### src/rtl/if_fetch.sv
// -----------------------------------------------------------------------------
// if_fetch -- instruction-fetch unit feeding the IF/ID pipeline register.
//
// Owns the program counter. Issues one outstanding request at a time to the
// instruction memory over a req/ready handshake. Holds a fetched instruction
// while the pipeline is frozen. Accepts branch redirects from ID.
//
// Parameters
//   RESET_PC      PC fetched first after reset (low two bits ignored)
//
// Ports
//   clk_i         clock, all state on rising edge
//   rst_i         synchronous active-high reset
//   Stall_i       load-use stall from the hazard unit
//   MemStall_i    data-memory stall; freezes everything, masks Flush_i
//   Flush_i       branch taken in ID; redirect to BranchAddr_i
//   BranchAddr_i  redirect target (forced word-aligned)
//   imem_req_o    fetch request
//   imem_addr_o   fetch address, stable from request until ready
//   imem_ready_i  one-cycle response pulse for the outstanding request
//   imem_rdata_i  instruction word, valid with imem_ready_i
//   PC_o          PC of the presented instruction
//   instr_o       presented instruction
//   valid_o       PC_o/instr_o valid this cycle
// -----------------------------------------------------------------------------
module if_fetch #(
   parameter logic [31:0] RESET_PC = 32'h0000_0000
) (
   input  logic        clk_i,
   input  logic        rst_i,
   input  logic        Stall_i,
   input  logic        MemStall_i,
   input  logic        Flush_i,
   input  logic [31:0] BranchAddr_i,
   output logic        imem_req_o,
   output logic [31:0] imem_addr_o,
   input  logic        imem_ready_i,
   input  logic [31:0] imem_rdata_i,
   output logic [31:0] PC_o,
   output logic [31:0] instr_o,
   output logic        valid_o
);

   localparam logic [31:0] RESET_PC_A = {RESET_PC[31:2], 2'b00};

   // FETCH: request outstanding, response is live.
   // HOLD : response captured, waiting for IF/ID to accept; no request.
   // DROP : request outstanding but its response belongs to a squashed path.
   typedef enum logic [1:0] {
      S_FETCH = 2'd0,
      S_HOLD  = 2'd1,
      S_DROP  = 2'd2
   } state_e;

   typedef struct packed {
      logic        req;
      logic [31:0] addr;
   } imem_req_t;

   typedef struct packed {
      logic        valid;
      logic [31:0] pc;
      logic [31:0] instr;
   } fetch_rsp_t;

   state_e      state_q, state_d;
   logic [31:0] pc_q, pc_d;
   logic [31:0] tgt_q, tgt_d;
   logic [31:0] hold_pc_q, hold_pc_d;
   logic [31:0] hold_instr_q, hold_instr_d;

   imem_req_t   ireq;
   fetch_rsp_t  pres;

   logic        adv;
   logic        redir;
   logic [31:0] br_addr;

   assign adv     = ~Stall_i & ~MemStall_i;
   // A frozen pipeline cannot act on a branch; the flush is re-presented by
   // ID once MemStall_i drops.
   assign redir   = Flush_i & ~MemStall_i;
   assign br_addr = {BranchAddr_i[31:2], 2'b00};

   always_comb begin
      state_d      = state_q;
      pc_d         = pc_q;
      tgt_d        = tgt_q;
      hold_pc_d    = hold_pc_q;
      hold_instr_d = hold_instr_q;
      ireq         = '0;
      pres         = '0;

      unique case (state_q)
         S_FETCH: begin
            ireq.req  = 1'b1;
            ireq.addr = pc_q;
            if (imem_ready_i) begin
               // Cache hit path: data flows straight through to IF/ID.
               pres.valid = 1'b1;
               pres.pc    = pc_q;
               pres.instr = imem_rdata_i;
            end
            if (redir) begin
               if (imem_ready_i) begin
                  pc_d = br_addr;
               end else begin
                  // Address must stay stable until ready, so park the target
                  // and squash the response when it arrives.
                  tgt_d   = br_addr;
                  state_d = S_DROP;
               end
            end else if (imem_ready_i) begin
               if (adv) begin
                  pc_d = pc_q + 32'd4;
               end else begin
                  hold_pc_d    = pc_q;
                  hold_instr_d = imem_rdata_i;
                  state_d      = S_HOLD;
               end
            end
         end

         S_HOLD: begin
            // No request here, so imem_ready_i is don't-care.
            ireq.addr  = pc_q;
            pres.valid = 1'b1;
            pres.pc    = hold_pc_q;
            pres.instr = hold_instr_q;
            if (redir) begin
               pc_d    = br_addr;
               state_d = S_FETCH;
            end else if (adv) begin
               pc_d    = hold_pc_q + 32'd4;
               state_d = S_FETCH;
            end
         end

         S_DROP: begin
            ireq.req  = 1'b1;
            ireq.addr = pc_q;
            if (redir) tgt_d = br_addr;
            if (imem_ready_i) begin
               // Latest redirect wins, including one arriving with ready.
               pc_d    = redir ? br_addr : tgt_q;
               state_d = S_FETCH;
            end
         end

         default: begin
            state_d = S_FETCH;
         end
      endcase
   end

   always_ff @(posedge clk_i) begin
      if (rst_i) begin
         state_q      <= S_FETCH;
         pc_q         <= RESET_PC_A;
         tgt_q        <= '0;
         hold_pc_q    <= '0;
         hold_instr_q <= '0;
      end else begin
         state_q      <= state_d;
         pc_q         <= pc_d;
         tgt_q        <= tgt_d;
         hold_pc_q    <= hold_pc_d;
         hold_instr_q <= hold_instr_d;
      end
   end

   // Outputs are combinational (same-cycle pass-through of imem data), and are
   // forced quiet while reset is held so no request escapes before the first
   // post-reset cycle.
   assign imem_req_o  = ireq.req & ~rst_i;
   assign imem_addr_o = rst_i ? 32'd0 : ireq.addr;
   assign valid_o     = pres.valid & ~rst_i;
   assign PC_o        = rst_i ? 32'd0 : pres.pc;
   assign instr_o     = rst_i ? 32'd0 : pres.instr;

endmodule

### config.mk
export PLATFORM = sky130hd
export DESIGN_NAME = if_fetch
export DESIGN_NICKNAME = d
export VERILOG_FILES = /design/src/rtl/if_fetch.sv
export SDC_FILE = /design/constraint.sdc
export NUM_CORES = 1
export LEC_CHECK = 0
export CAP_MARGIN = 0
export CORE_MARGIN = 3
export CORE_UTILIZATION = 45
export CTS_CLUSTER_DIAMETER = 40
export DETAILED_ROUTE_END_ITERATION = 16
export PLACE_DENSITY = 0.71
export SYNTH_ARGS = -nofsm -noshare
export SYNTH_HDL_FRONTEND = slang
export SYNTH_SLANG_ARGS = --single-unit
### constraint.sdc
create_clock -name clk_i -period 6.6 [get_ports clk_i]
set_input_delay 1.65 -clock clk_i [delete_from_list [all_inputs] [get_ports clk_i]]
set_output_delay 1.65 -clock clk_i [all_outputs]
set_load 0.05 [all_outputs]
======== Word-level counts from Yosys, hierarchy flattened ========
Cells that the tools add are included.
operators by class
  bitwise gates (word level) .............. 9
  add/sub/neg operators ................... 2
  reductions and logical operators ........ 9
  multiplexer cells ....................... 27
  equality and inequality tests ........... 11
operator list
  operator               number
  $mux 32                14
  $pmux 65 s2            1
  $pmux 32 s3            1
  $mux 65                1
  $add 32x3->32 const B  2
  $pmux 32 s2            1
  $ne 3x3->1 const B     5
  $mux 2                 7
  $reduce_and 5->1       2
  $ne 2x2->1 const B     4
  $pmux 2 s3             1
  $not 1->1              5
  $and 1x1->1            4
  $reduce_and 4->1       1
  $reduce_and 3->1       1
  $reduce_bool 3->1      1
  $reduce_or 3->1        1
  $eq 2x1->1 const B     1
  $eq 2x2->1 const B     1
  $logic_not 2->1        1
  $reduce_bool 2->1      1
  $reduce_or 2->1        1
  $mux 1                 1
storage, ports and cells
  logic and storage cells ................. 63
  register bits after elaboration ......... 130

======== Logic depth before layout (Yosys ltp) ========
  word-level depth ........................ 6
  depth in mapped cells ................... 10
  gate-level depth less buffers ........... 8

======== Worst setup path before layout ========
No wires, ideal clock.
  path kind ............................... input-to-output
  start point ............................. input imem_ready_i
  end point ............................... output PC_o[22]
  data required time ...................... 4950 ps
  arrival ................................. 3341 ps
  setup slack ............................. 1609 ps
  stages .................................. 6
  cells stage by stage .................... and2_1 clkbuf_1 clkbuf_1 clkbuf_1 a22oi_1 nor2_1
between the ends
  cells in the longest elaborated chain, start to end .. 3
ends and longest elaborated chain
  item                line  RTL
  start: declaration  37    input logic imem_ready_i,
  $mux 65             98    if (imem_ready_i) begin
  $pmux 65 s2         94    unique case (state_q)
  $mux 32             178   assign PC_o = rst_i ? 32'd0 : pres.pc;
  end: declaration    39    output logic [31:0] PC_o,
No other way between the ends.

======== Worst setup path in the final report ========
  start point ............................. input imem_ready_i
  end point ............................... output instr_o[26]
between the ends
  cells in the longest elaborated chain, start to end .. 3
ends and longest elaborated chain
  item              line  RTL
  $mux 65           98
  $pmux 65 s2       94
  $mux 32           179   assign instr_o = rst_i ? 32'd0 : pres.instr;
  end: declaration  40    output logic [31:0] instr_o,
No other way between the ends.

==> flow_summary.ini <==
[status]
status = finished clean

[placement]
dp_hpwl_mm = 19.3
postPlaceCellArea_mm2 = 0.00977
place_ws_ns = 0.846
gp_congestion = 0.968
port-buffer-count = 165

[yosys]
yosysWarnings = 0
synth-simple-area-share = 0.272
synth_mux_area_frac = 0.00878
synth_compound_area_frac = 0.302
yosysSeqAreaShare = 0.320
ys_types = 71
synth_area_per_cell_um2 = 7.18
synth_seq_cells = 130
yosys_most_used_dff = dfxtp_1
synthXorXnorAreaFrac = 0.0259
syn-instance-count = 1131
synth_top_family_by_area = compound AO/OA/AOI/OAI gates
ys_async_sr_fraction = 0
synth_adder_area_share = 0.0108
syn_area_mm2 = 0.00813
synth_fp_nets = 1208
synth_edf_count = 0

[global_route]
grt_pass1_wl_mm = 45.6
grt_max_degree = 82
grt_remaining_overflow = 0
antenna_found_initial = 0
grt_pass1_vias = 8473
grt.total_usage = 0.285

[floorplan]
die_y_um = 140
num_rows = 48
fp.dieArea_mm2 = 0.0197
die_x_um = 140
boundaryPins = 168
initial_utilization = 0.465
coreArea_mm2 = 0.0175

[clocking]
clk_path_buf_depth = 2
cts_tree = yes
clkLatencyLatePin_ns = 0.43
post_cts_buffers = 0
post_cts_resized = 0
clock-sinks = 130
root_buffer = clkbuf_16
cts_buffers = 17
clk_pin_slew_ns = 0.06
h-tree-depth = 4
postCtsHoldBufs = 0

[pwr]
p_leak_nw = 3.50
power_mw = 2.62
powerDensity_mw_per_mm2 = 253
max-vdd-ir-drop_mv = 0.237

[worst_setup_path]
start_kind = input pin
endpoint_kind = output port
slowest_stage = clkdlybuf4s50_1
critical_path.max_stage_delay_ns = 0.83
cp_top_family = buffers and inverters
crit_buf_inv = 3
worstPathCellList = clkdlybuf4s50_1 -> and2_4 -> buf_4 -> a22oi_1 -> nor2_1 -> clkdlybuf4s50_1
cpMostUsedCell = clkdlybuf4s50_1
cp.required_ns = 4.95
path_class = input pin to output port
path_max_fanout = 49
crit_arrival_ns = 4.13

[timing]
worst_pin_slew_ns = 1.08
fin_skew_ns = 0.00874
fin_tns_setup_ns = 0
layout_min_cycle_time_ns = 5.78
finalWorstSetupSlack_ns = 0.822
relSlewSlack = 0.282
setup_viol = 0
finalMaxSlewViolations = 0
grt_setup_unrepaired = false
final_hold_viol_count = 0
fmax_ghz = 0.173
period_share = 0.876

[run]
max_cap_viol_count = 0

[cells_and_area]
area_growth_pct = 27.9
diodes = 0
drive_above_1_share = 0.0585
design_area_mm2 = 0.0104
nNetsFinal = 1295
mostFrequentLayoutCells = nand2_1 (190), clkdlybuf4s50_1 (164), nor2_1 (140)
final_common_cell = nand2_1

[detailed_routing]
drc_errors = 0
detail-route-antenna-nets = 0
via_per_inst = 6.22
wirelength_mm = 28.6
drtIter0Drc = 852
first_pass_iters = 8
via_count = 9054
wire_per_inst_um = 19.6

[min_path]
hp-class = flip-flop to flip-flop
[cells in the mapped netlist (all sizes together), types with 12 or more instances]
| master | count | area (um^2) |
|---|---|---|
| dfxtp | 130 | 2600 |
| o21a | 12 | 90.1 |
| nand3 | 24 | 138 |
| a32oi | 33 | 289 |
| xnor2 | 16 | 140 |
| o21ai | 53 | 265 |
| nand2 | 191 | 724 |
| inv | 13 | 48.8 |
| nor3 | 15 | 75.1 |
| a21oi | 102 | 514 |
| nand4 | 18 | 134 |
| buf | 23 | 106 |
| a211oi | 17 | 133 |
| a22oi | 61 | 458 |
| a221oi | 14 | 123 |
| nor2 | 141 | 529 |
| clkbuf | 89 | 334 |
| and2 | 30 | 189 |
[metal layers]
layer  wire, um  track usage  up-vias
met1      11700        0.371     4246
met2      13600        0.456      464
met3       2270       0.0608       78
met4       1060        0.122        0
met5          0            0        -
li1           -            -     4266
[sequential cells by signal, indices dropped and copies added, names as in the netlist]
signal	cells
hold_instr_q	32
hold_pc_q	32
pc_q	32
state_q	2
tgt_q	32
[tightest hold or removal path: stages (launching register included)]
cell,delay (ns)
dfxtp_1,0.31
nand2_1,0.05
a21oi_1,0.05
[power by group]
part / internal [mW] / leakage [nW] / switching, mW / total, mW
logic: 0.241 / 2.14 / 0.448 / 0.689
clock network: 0.610 / 0.297 / 0.399 / 1.01
registers: 0.839 / 1.06 / 0.0881 / 0.927
total: 1.69 / 3.50 / 0.935 / 2.62
[cell type report]
cell class | instances | area [um^2]
Timing Repair Buffer | 180 | 1770
Tap cell | 225 | 282
Clock inverter | 14 | 180
Inverter | 13 | 48.8
Fill cell | 1639 | 7090
Multi-Input combinational cell | 876 | 5060
Sequential cell | 130 | 2600
Clock buffer | 18 | 439
[metrics by stage]
step / hold slack [ns] / util / instances
final: 0.457 / 0.595 / 1456
after global routing: 0.475 / 0.595 / 1456
after CTS: 0.455 / 0.595 / 1456
after detailed placement: 0.446 / 0.559 / 1424
after global placement: 0.443 / 0.559 / 1424
after floorplan: 0.433 / - / 1131
[logic make-up (layout without fill, tap and decap cells)]
family	Yosys count	in the layout
adder cells (fa/ha/maj)	7	7
AO/OA/AOI/OAI	364	364
flip-flops	130	130
buffers and inverters	125	225
AND/OR/NAND/NOR	474	474
XOR/XNOR	24	24
multiplexers	7	7
[worst paths after layout]
check	from	end	slack [ns]	cells after the start
max	imem_ready_i	instr_o[26]	0.82	6
min	tgt_q[3]	tgt_q[3]	0.46	2
max reg2reg	state_q[0]	pc_q[11]	3.11	8
min reg2reg	tgt_q[3]	tgt_q[3]	0.46	2
Note: power is estimated with default switching activity, not from simulation.
